<file path="src/rtl/pulse_debouncer.sv">
// Two-flop synchroniser plus 4-state debounce FSM for a bouncy event input.
// Emits single-cycle rise/fall pulses, the debounced level and a glitch tally.
module pulse_debouncer #(
   parameter int DEBOUNCE_CYCLES = 16,
   parameter int CNT_W           = 5,
   parameter int GLITCH_W        = 8
) (
   input  logic                clk,
   input  logic                reset,
   input  logic                btn_in,
   output logic                pulse,
   output logic                fall,
   output logic                level,
   output logic                busy,
   output logic [GLITCH_W-1:0] glitch_cnt
);

   typedef enum logic [1:0] {
      LOW,
      RISE_CHK,
      HIGH,
      FALL_CHK
   } state_t;

   localparam logic [CNT_W-1:0]    LP_ONE  = CNT_W'(1);
   localparam logic [CNT_W-1:0]    LP_LAST = CNT_W'(DEBOUNCE_CYCLES - 1);
   localparam logic [GLITCH_W-1:0] LP_G1   = GLITCH_W'(1);
   localparam logic [GLITCH_W-1:0] LP_GMAX = '1;

   state_t              r_state;
   state_t              w_state_nxt;
   logic                r_s1;
   logic                r_s2;
   logic [CNT_W-1:0]    r_cnt;
   logic [CNT_W-1:0]    w_cnt_nxt;
   logic                r_pulse;
   logic                w_pulse_nxt;
   logic                r_fall;
   logic                w_fall_nxt;
   logic                r_level;
   logic                w_level_nxt;
   logic [GLITCH_W-1:0] r_glitch;
   logic [GLITCH_W-1:0] w_glitch_nxt;
   logic [GLITCH_W-1:0] w_glitch_sat;

   // Saturating increment: the tally sticks at all-ones instead of wrapping.
   assign w_glitch_sat = (r_glitch == LP_GMAX) ? r_glitch : r_glitch + LP_G1;

   always_ff @(posedge clk) begin
      if (!reset) begin
         r_s1     <= 1'b0;
         r_s2     <= 1'b0;
         r_state  <= LOW;
         r_cnt    <= '0;
         r_pulse  <= 1'b0;
         r_fall   <= 1'b0;
         r_level  <= 1'b0;
         r_glitch <= '0;
      end else begin
         r_s1     <= btn_in;
         r_s2     <= r_s1;
         r_state  <= w_state_nxt;
         r_cnt    <= w_cnt_nxt;
         r_pulse  <= w_pulse_nxt;
         r_fall   <= w_fall_nxt;
         r_level  <= w_level_nxt;
         r_glitch <= w_glitch_nxt;
      end
   end

   always_comb begin
      w_state_nxt  = r_state;
      w_cnt_nxt    = r_cnt;
      w_pulse_nxt  = 1'b0;
      w_fall_nxt   = 1'b0;
      w_level_nxt  = r_level;
      w_glitch_nxt = r_glitch;
      unique case (r_state)
         LOW: begin
            if (r_s2) begin
               w_state_nxt = RISE_CHK;
               w_cnt_nxt   = LP_ONE;
            end
         end
         RISE_CHK: begin
            if (!r_s2) begin
               w_state_nxt  = LOW;
               w_cnt_nxt    = '0;
               w_glitch_nxt = w_glitch_sat;
            end else if (r_cnt == LP_LAST) begin
               w_state_nxt = HIGH;
               w_cnt_nxt   = '0;
               w_level_nxt = 1'b1;
               w_pulse_nxt = 1'b1;
            end else begin
               w_cnt_nxt = r_cnt + LP_ONE;
            end
         end
         HIGH: begin
            if (!r_s2) begin
               w_state_nxt = FALL_CHK;
               w_cnt_nxt   = LP_ONE;
            end
         end
         FALL_CHK: begin
            if (r_s2) begin
               w_state_nxt  = HIGH;
               w_cnt_nxt    = '0;
               w_glitch_nxt = w_glitch_sat;
            end else if (r_cnt == LP_LAST) begin
               w_state_nxt = LOW;
               w_cnt_nxt   = '0;
               w_level_nxt = 1'b0;
               w_fall_nxt  = 1'b1;
            end else begin
               w_cnt_nxt = r_cnt + LP_ONE;
            end
         end
         default: begin
            w_state_nxt = LOW;
            w_cnt_nxt   = '0;
         end
      endcase
   end

   assign pulse      = r_pulse;
   assign fall       = r_fall;
   assign level      = r_level;
   assign busy       = (r_state == RISE_CHK) || (r_state == FALL_CHK);
   assign glitch_cnt = r_glitch;

endmodule

</file>
<file path="config.mk">
export PLATFORM = sky130hd
export DESIGN_NAME = pulse_debouncer
export DESIGN_NICKNAME = d
export VERILOG_FILES = /design/src/rtl/pulse_debouncer.sv
export SDC_FILE = /design/constraint.sdc
export NUM_CORES = 1
export LEC_CHECK = 0
export CORE_MARGIN = 4
export CORE_UTILIZATION = 45
export DETAILED_ROUTE_END_ITERATION = 10
export PLACE_DENSITY = 0.73
export SYNTH_ARGS = -nofsm -noshare
export SYNTH_HDL_FRONTEND = slang
export SYNTH_SLANG_ARGS = --single-unit
</file>
<file path="constraint.sdc">
create_clock -name clk -period 1.4 [get_ports clk]
set_input_delay 0.28 -clock clk [delete_from_list [all_inputs] [get_ports clk]]
set_output_delay 0.28 -clock clk [all_outputs]
set_load 0.005 [all_outputs]
</file>
# Word-level counts from Yosys, hierarchy flattened
# Index checks and enable logic that the tools add are counted.
# op_classes
n_addsub	2
n_eq_ne	15
n_mux	23
bitwise_logic	2
n_reduce_logical	9
# ops
cell	count
5-bit 2-to-1 mux	5
8-bit 2-to-1 mux	3
5-bit case mux with 4 select lines	1
2-bit != test (second input constant)	8
8-bit case mux with 2 select lines	1
2-bit 2-to-1 mux	6
8-bit by 1-bit adder with 8-bit output (second input constant)	1
8-bit == test (second input constant)	1
2-bit case mux with 4 select lines	1
3-bit != test (second input constant)	2
3-bit AND reduction	2
5-bit by 1-bit adder with 5-bit output (second input constant)	1
5-bit by 4-bit == test with 1-bit output (second input constant)	1
1-bit 2-to-1 mux	5
5-bit AND reduction	1
2-bit == test (second input constant)	2
4-bit AND reduction	1
3-bit OR reduction	1
2-bit by 1-bit == test with 1-bit output (second input constant)	1
2-bit logical NOT	1
1-bit inverter	2
1-bit case mux with 2 select lines	1
2-bit AND reduction	1
2-bit nonzero test	1
1-bit logical OR	1
# totals
ff_bits	20
inputBits	3
output_inout_bits	12
wordCells	59

# Longest topological paths before layout
# depth
word_depth	4
ltp_mapped	6
depth_no_buf	5

# Worst setup path before layout
# No wires, ideal clock.
# synth_timing
path_kind	register to register
from	register r_glitch[0], in the netlist glitch_cnt[0]
to	register r_glitch[6], in the netlist glitch_cnt[6]
setup_ns	0.071
arrival_ns	1.392
required_ns	1.329
path_slack_ns	-0.063
path_stages_with_launch	6
n_path_buf	0
synth_period_minus_slack_ns	1.463
cell_sequence	dfxtp_1 > ha_1 > nand4_1 > o211ai_4 > or4_1 > a21oi_1
# synth_via
elab_chain_cells	4
elab_cells_between_ends	6
cone_classes	add/sub: 1; eq/ne: 1; mux: 4
# synth_lines
element	line_no	source
from (decl)	42	logic [GLITCH_W-1:0] r_glitch;
from (signal assigned)	67	r_glitch <= w_glitch_nxt;
8-bit by 1-bit adder with 8-bit output / 8-bit == test (equally long branches)	47	assign w_glitch_sat = (r_glitch == LP_GMAX) ? r_glitch : r_glitch + LP_G1;
8-bit 2-to-1 mux *	47	
8-bit 2-to-1 mux, on equally long branches	106, 86	
8-bit case mux with 2 select lines *	78	unique case (r_state)
# Mark *: on every way between the ends. The rest lies on a longest branch, timed or not. The select of a mux whose other input is x is not followed.
# A chain may end at the register's enable or synchronous reset.

# Final worst setup path
# layout_timing
from	register r_glitch[1], in the netlist glitch_cnt[1]
to	register r_glitch[1], in the netlist glitch_cnt[1]
# The elaborated chain is that of the path after synthesis.

==> out/qor.txt <==
Count of TritonRoute iterations in the first routing pass -> 4
Relative slew slack -> 71.3%
Worst path slowest cell -> sky130_fd_sc_hd__dfxtp_2
Final setup violation count -> 6
Netlist cell types -> 37
Power density over the cells -> 810 mW/mm2
Layout cell share with drive strength beyond 1 -> 41.9%
Mean post-synth cell area -> 9.52 um2
H-tree level count -> 1
Clock buffer count from CTS -> 3
Final HPWL from detailed placement -> 1390 um
Kind of path behind the tightest hold check -> register to register
Clock tree root buffer cell -> sky130_fd_sc_hd__clkbuf_4
Library cell occupying the most area in the post-synthesis netlist -> sky130_fd_sc_hd__dfxtp_1
Final Power -> 1.12 mW
Most numerous cell in the Yosys netlist -> sky130_fd_sc_hd__dfxtp_1
Met1 global-route usage -> 18.8%
DR iter-0 viols -> 8
Antenna viol nets, final -> 0
CTS tree -> done
Post-synth net total -> 99
Synth top area cells -> sky130_fd_sc_hd__dfxtp_1 (45%), sky130_fd_sc_hd__xor2_1 (3.9%), sky130_fd_sc_hd__a21oi_1 (3.4%), sky130_fd_sc_hd__nand3_1 (3.4%), sky130_fd_sc_hd__xnor2_4 (3.1%)
Worst Path Class, Setup -> register to register
DRC -> 0
Area of the mapped netlist -> 895 um2
Placed Instance Area -> 0.00117 mm2
Maximum resistive drop on vdd -> 0.559 mV
Placement row count -> 15
Source of the worst register-to-register timing path -> glitch_cnt[1]$_SDFFE_PN0P_
Routed len/inst -> 14.8 um
Max Fanout on Critical Path -> 6
Commonest cells in the netlist -> sky130_fd_sc_hd__dfxtp_1 (20), sky130_fd_sc_hd__nor2_1 (7), sky130_fd_sc_hd__a21oi_1 (6), sky130_fd_sc_hd__nand3_1 (6)
Setup repair after global routing missed its margin -> true
Outcome -> complete, but fails checks
Total non-filler cell area in the finished layout -> 0.00139 mm2
Global-route usage over all layers -> 17.3%
Internal reg-to-reg setup slack -> -130 ps
Post-detailed-route via-to-cell ratio -> 5.49
Top-level I/O count -> 15
GR Layer Usage met2 -> 30.4%
Effective utilization at floorplan -> 49.7%
CP cell instances -> ha_4, nand4_1, o211ai_4, mux2i_1, nor2_1
Area share of the leading cell type in the synthesized netlist -> 44.8%
Final hold slack -> 450 ps
Leading register cell type out of synthesis -> sky130_fd_sc_hd__dfxtp_1
WP data required -> 1590 ps
Critical path buffer and inverter count -> 0
Number of maximum-capacitance constraint violations -> 0
Fmax -> 653 MHz
Clock transition at the register clock pins on the worst setup and hold paths after CTS -> 120 ps
Count of final max-slew check failures -> 0
Setup crit end kind -> register
Mapped Cells -> 94
Maximum number of pins on one net before global-route repair -> 13
Layout Area Growth over Synthesis -> 55.2%
Horiz. Die Dim -> 52.6 um
Hold Fails Final Rpt -> 0
Count of cells along the worst hold path -> 1
EDFF count, synth -> 0
Arr. time, crit path -> 1720 ps
Worst flop-to-flop path endpoint -> glitch_cnt[1]$_SDFFE_PN0P_
Top Usage Layer GRT -> met2
Final global-route overflow total -> 0
Utilization of the core after routing -> 77.1%
Global placement routability congestion -> 0.792
Total core area -> 0.00180 mm2
Violations in the final reports -> setup timing
Clock insertion delay at the later pin of the skew report -> 310 ps
Wire length of the first global-routing pass -> 3500 um
Number of storage elements in the synthesis netlist -> 20
Final Skew -> 5.59 ps
CTS sink cnt -> 20
Logic depth of the worst register-to-register path -> 5
Buffers on Ports -> 14
Final antenna diode count -> 0
Min-delay src -> r_s1$_SDFF_PN0_
Sequential share of the synthesized area -> 44.8%
Async set or reset register ratio after synthesis -> 0%
Setup Slack @ Placement -> -29.8 ps
Number of antenna violations at the first check in global routing -> 0
Height of the die -> 52.6 um
Crit path max-delay family -> flip-flops
Final wirelength -> 2280 um
Slack of the critical path -> -131 ps
Full die area -> 0.00277 mm2
Slew of the pin with the lowest slew margin -> 429 ps
Quantity of hold-fixing buffers added after cts -> 0
Endpoint, Worst Hold -> r_s2$_SDFF_PN0_
Largest stage delay on the critical path -> 380 ps
Final critical-path required period -> 1530 ps
Standby leakage power -> 0.555 nW
Net total in the final layout -> 135
Vias in the first global route -> 846
Count of cell instances traversed by the critical path -> 5
DR vias -> 845
Clock Tree Buf Depth -> 2
Met3 track utilization from global routing -> 3.99%
Nature of the critical path startpoint -> register
Tcrit/Tclk final -> 109%
Number of synthesis warnings -> 0
repair_timing:
action	4_1_cts	5_1_grt
setup endpoints to repair	18	12
endpoints found under the hold margin	0	0
resized for setup	26	17
pin swaps	0	10
buffers inserted	4	3
per-layer routing:
metal / wire, um / up-vias
met1: 970 / 399
met2: 1130 / 20
met5: 0 / -
met3: 89 / 9
li1: - / 417
met4: 82 / 0
worst max-delay path by stage:
| stage | startpoint | end | slack [ps] |
|---|---|---|---|
| final | glitch_cnt[1]$_SDFFE_PN0P_ | glitch_cnt[1]$_SDFFE_PN0P_ | -130 |
| after global routing | glitch_cnt[1]$_SDFFE_PN0P_ | glitch_cnt[1]$_SDFFE_PN0P_ | -230 |
| after CTS | glitch_cnt[0]$_SDFFE_PN0P_ | glitch_cnt[6]$_SDFFE_PN0P_ | -50 |
| after detailed placement | glitch_cnt[0]$_SDFFE_PN0P_ | glitch_cnt[6]$_SDFFE_PN0P_ | -30 |
| after global placement | glitch_cnt[0]$_SDFFE_PN0P_ | glitch_cnt[6]$_SDFFE_PN0P_ | 30 |
| after floorplan | register | glitch_cnt[6]$_SDFFE_PN0P_ | -8 |
final cells by class:
class	count	area, um2
multi-input combinational	65	547
sequential	20	424
fill	127	413
timing repair buffer	36	319
tap	25	31.3
clock inverter	1	30.0
clock buffer	3	22.5
inverter	4	15.0
per-stage QoR:
| stage | setup TNS, ps | cells |
|---|---|---|
| 6_report | -426 | 154 |
| 5_1_grt | -984 | 154 |
| 4_1_cts | -63.9 | 152 |
| 3_5_place_dp | -42.0 | 144 |
| 3_3_place_gp | 0 | 144 |
| 2_1_floorplan | -8.45 | 94 |
cell families (layout without fill, tap and decap cells):
family                     Yosys count  count (layout)  share of synthesized area, %
AOI/OAI and AO/OA                   22              22                          19.0
xor gates and xnor gates             5               5                          6.99
adders and majority gates            2               2                          2.80
buffers and inverters                9              44                          3.78
DFF                                 20              20                          44.8
muxes                                1               1                          1.12
and+or+nand+nor                     35              35                          21.5
worst reg2reg max path, cell delays in order, from the launching register on:
cell and delay [ps]:
sky130_fd_sc_hd__dfxtp_2 380, sky130_fd_sc_hd__ha_4 140, sky130_fd_sc_hd__nand4_1 200, sky130_fd_sc_hd__o211ai_4 330
sky130_fd_sc_hd__mux2i_1 280, sky130_fd_sc_hd__nor2_1 80
cells in the final DEF, fill, tap and decap left out, types with 2 or more instances in the layout:
| cell | netlist | routed |
|---|---|---|
| sky130_fd_sc_hd__a21oi_1 | 6 | 5 |
| sky130_fd_sc_hd__and2_1 | 2 | 2 |
| sky130_fd_sc_hd__buf_12 | 0 | 2 |
| sky130_fd_sc_hd__buf_4 | 0 | 19 |
| sky130_fd_sc_hd__clkbuf_4 | 0 | 3 |
| sky130_fd_sc_hd__clkdlybuf4s50_1 | 0 | 2 |
| sky130_fd_sc_hd__dfxtp_1 | 20 | 7 |
| sky130_fd_sc_hd__dfxtp_2 | 0 | 10 |
| sky130_fd_sc_hd__dfxtp_4 | 0 | 3 |
| sky130_fd_sc_hd__dlygate4sd2_1 | 0 | 12 |
| sky130_fd_sc_hd__inv_1 | 4 | 4 |
| sky130_fd_sc_hd__nand2_1 | 5 | 5 |
| sky130_fd_sc_hd__nand3_1 | 6 | 5 |
| sky130_fd_sc_hd__nand3_2 | 1 | 2 |
| sky130_fd_sc_hd__nor2_1 | 7 | 7 |
| sky130_fd_sc_hd__nor3_1 | 3 | 2 |
| sky130_fd_sc_hd__o21ai_1 | 1 | 2 |
| sky130_fd_sc_hd__o31ai_1 | 3 | 2 |
| sky130_fd_sc_hd__or4_1 | 2 | 2 |
| sky130_fd_sc_hd__xor2_1 | 4 | 3 |
power by group:
group | switching [mW] | leakage (nW) | internal, mW
sequential | 0.00698 | 0.169 | 0.571
clock | 0.192 | 0.0279 | 0.289
combinational | 0.0339 | 0.358 | 0.0317
state kept, by name (all words and copies together) (netlist names), named ones only:
signal	flops
glitch_cnt	8
r_cnt	5
fall	1
level	1
pulse	1
r_s1	1
r_s2	1
r_state	1
Note: power is estimated with default switching activity, not from simulation.
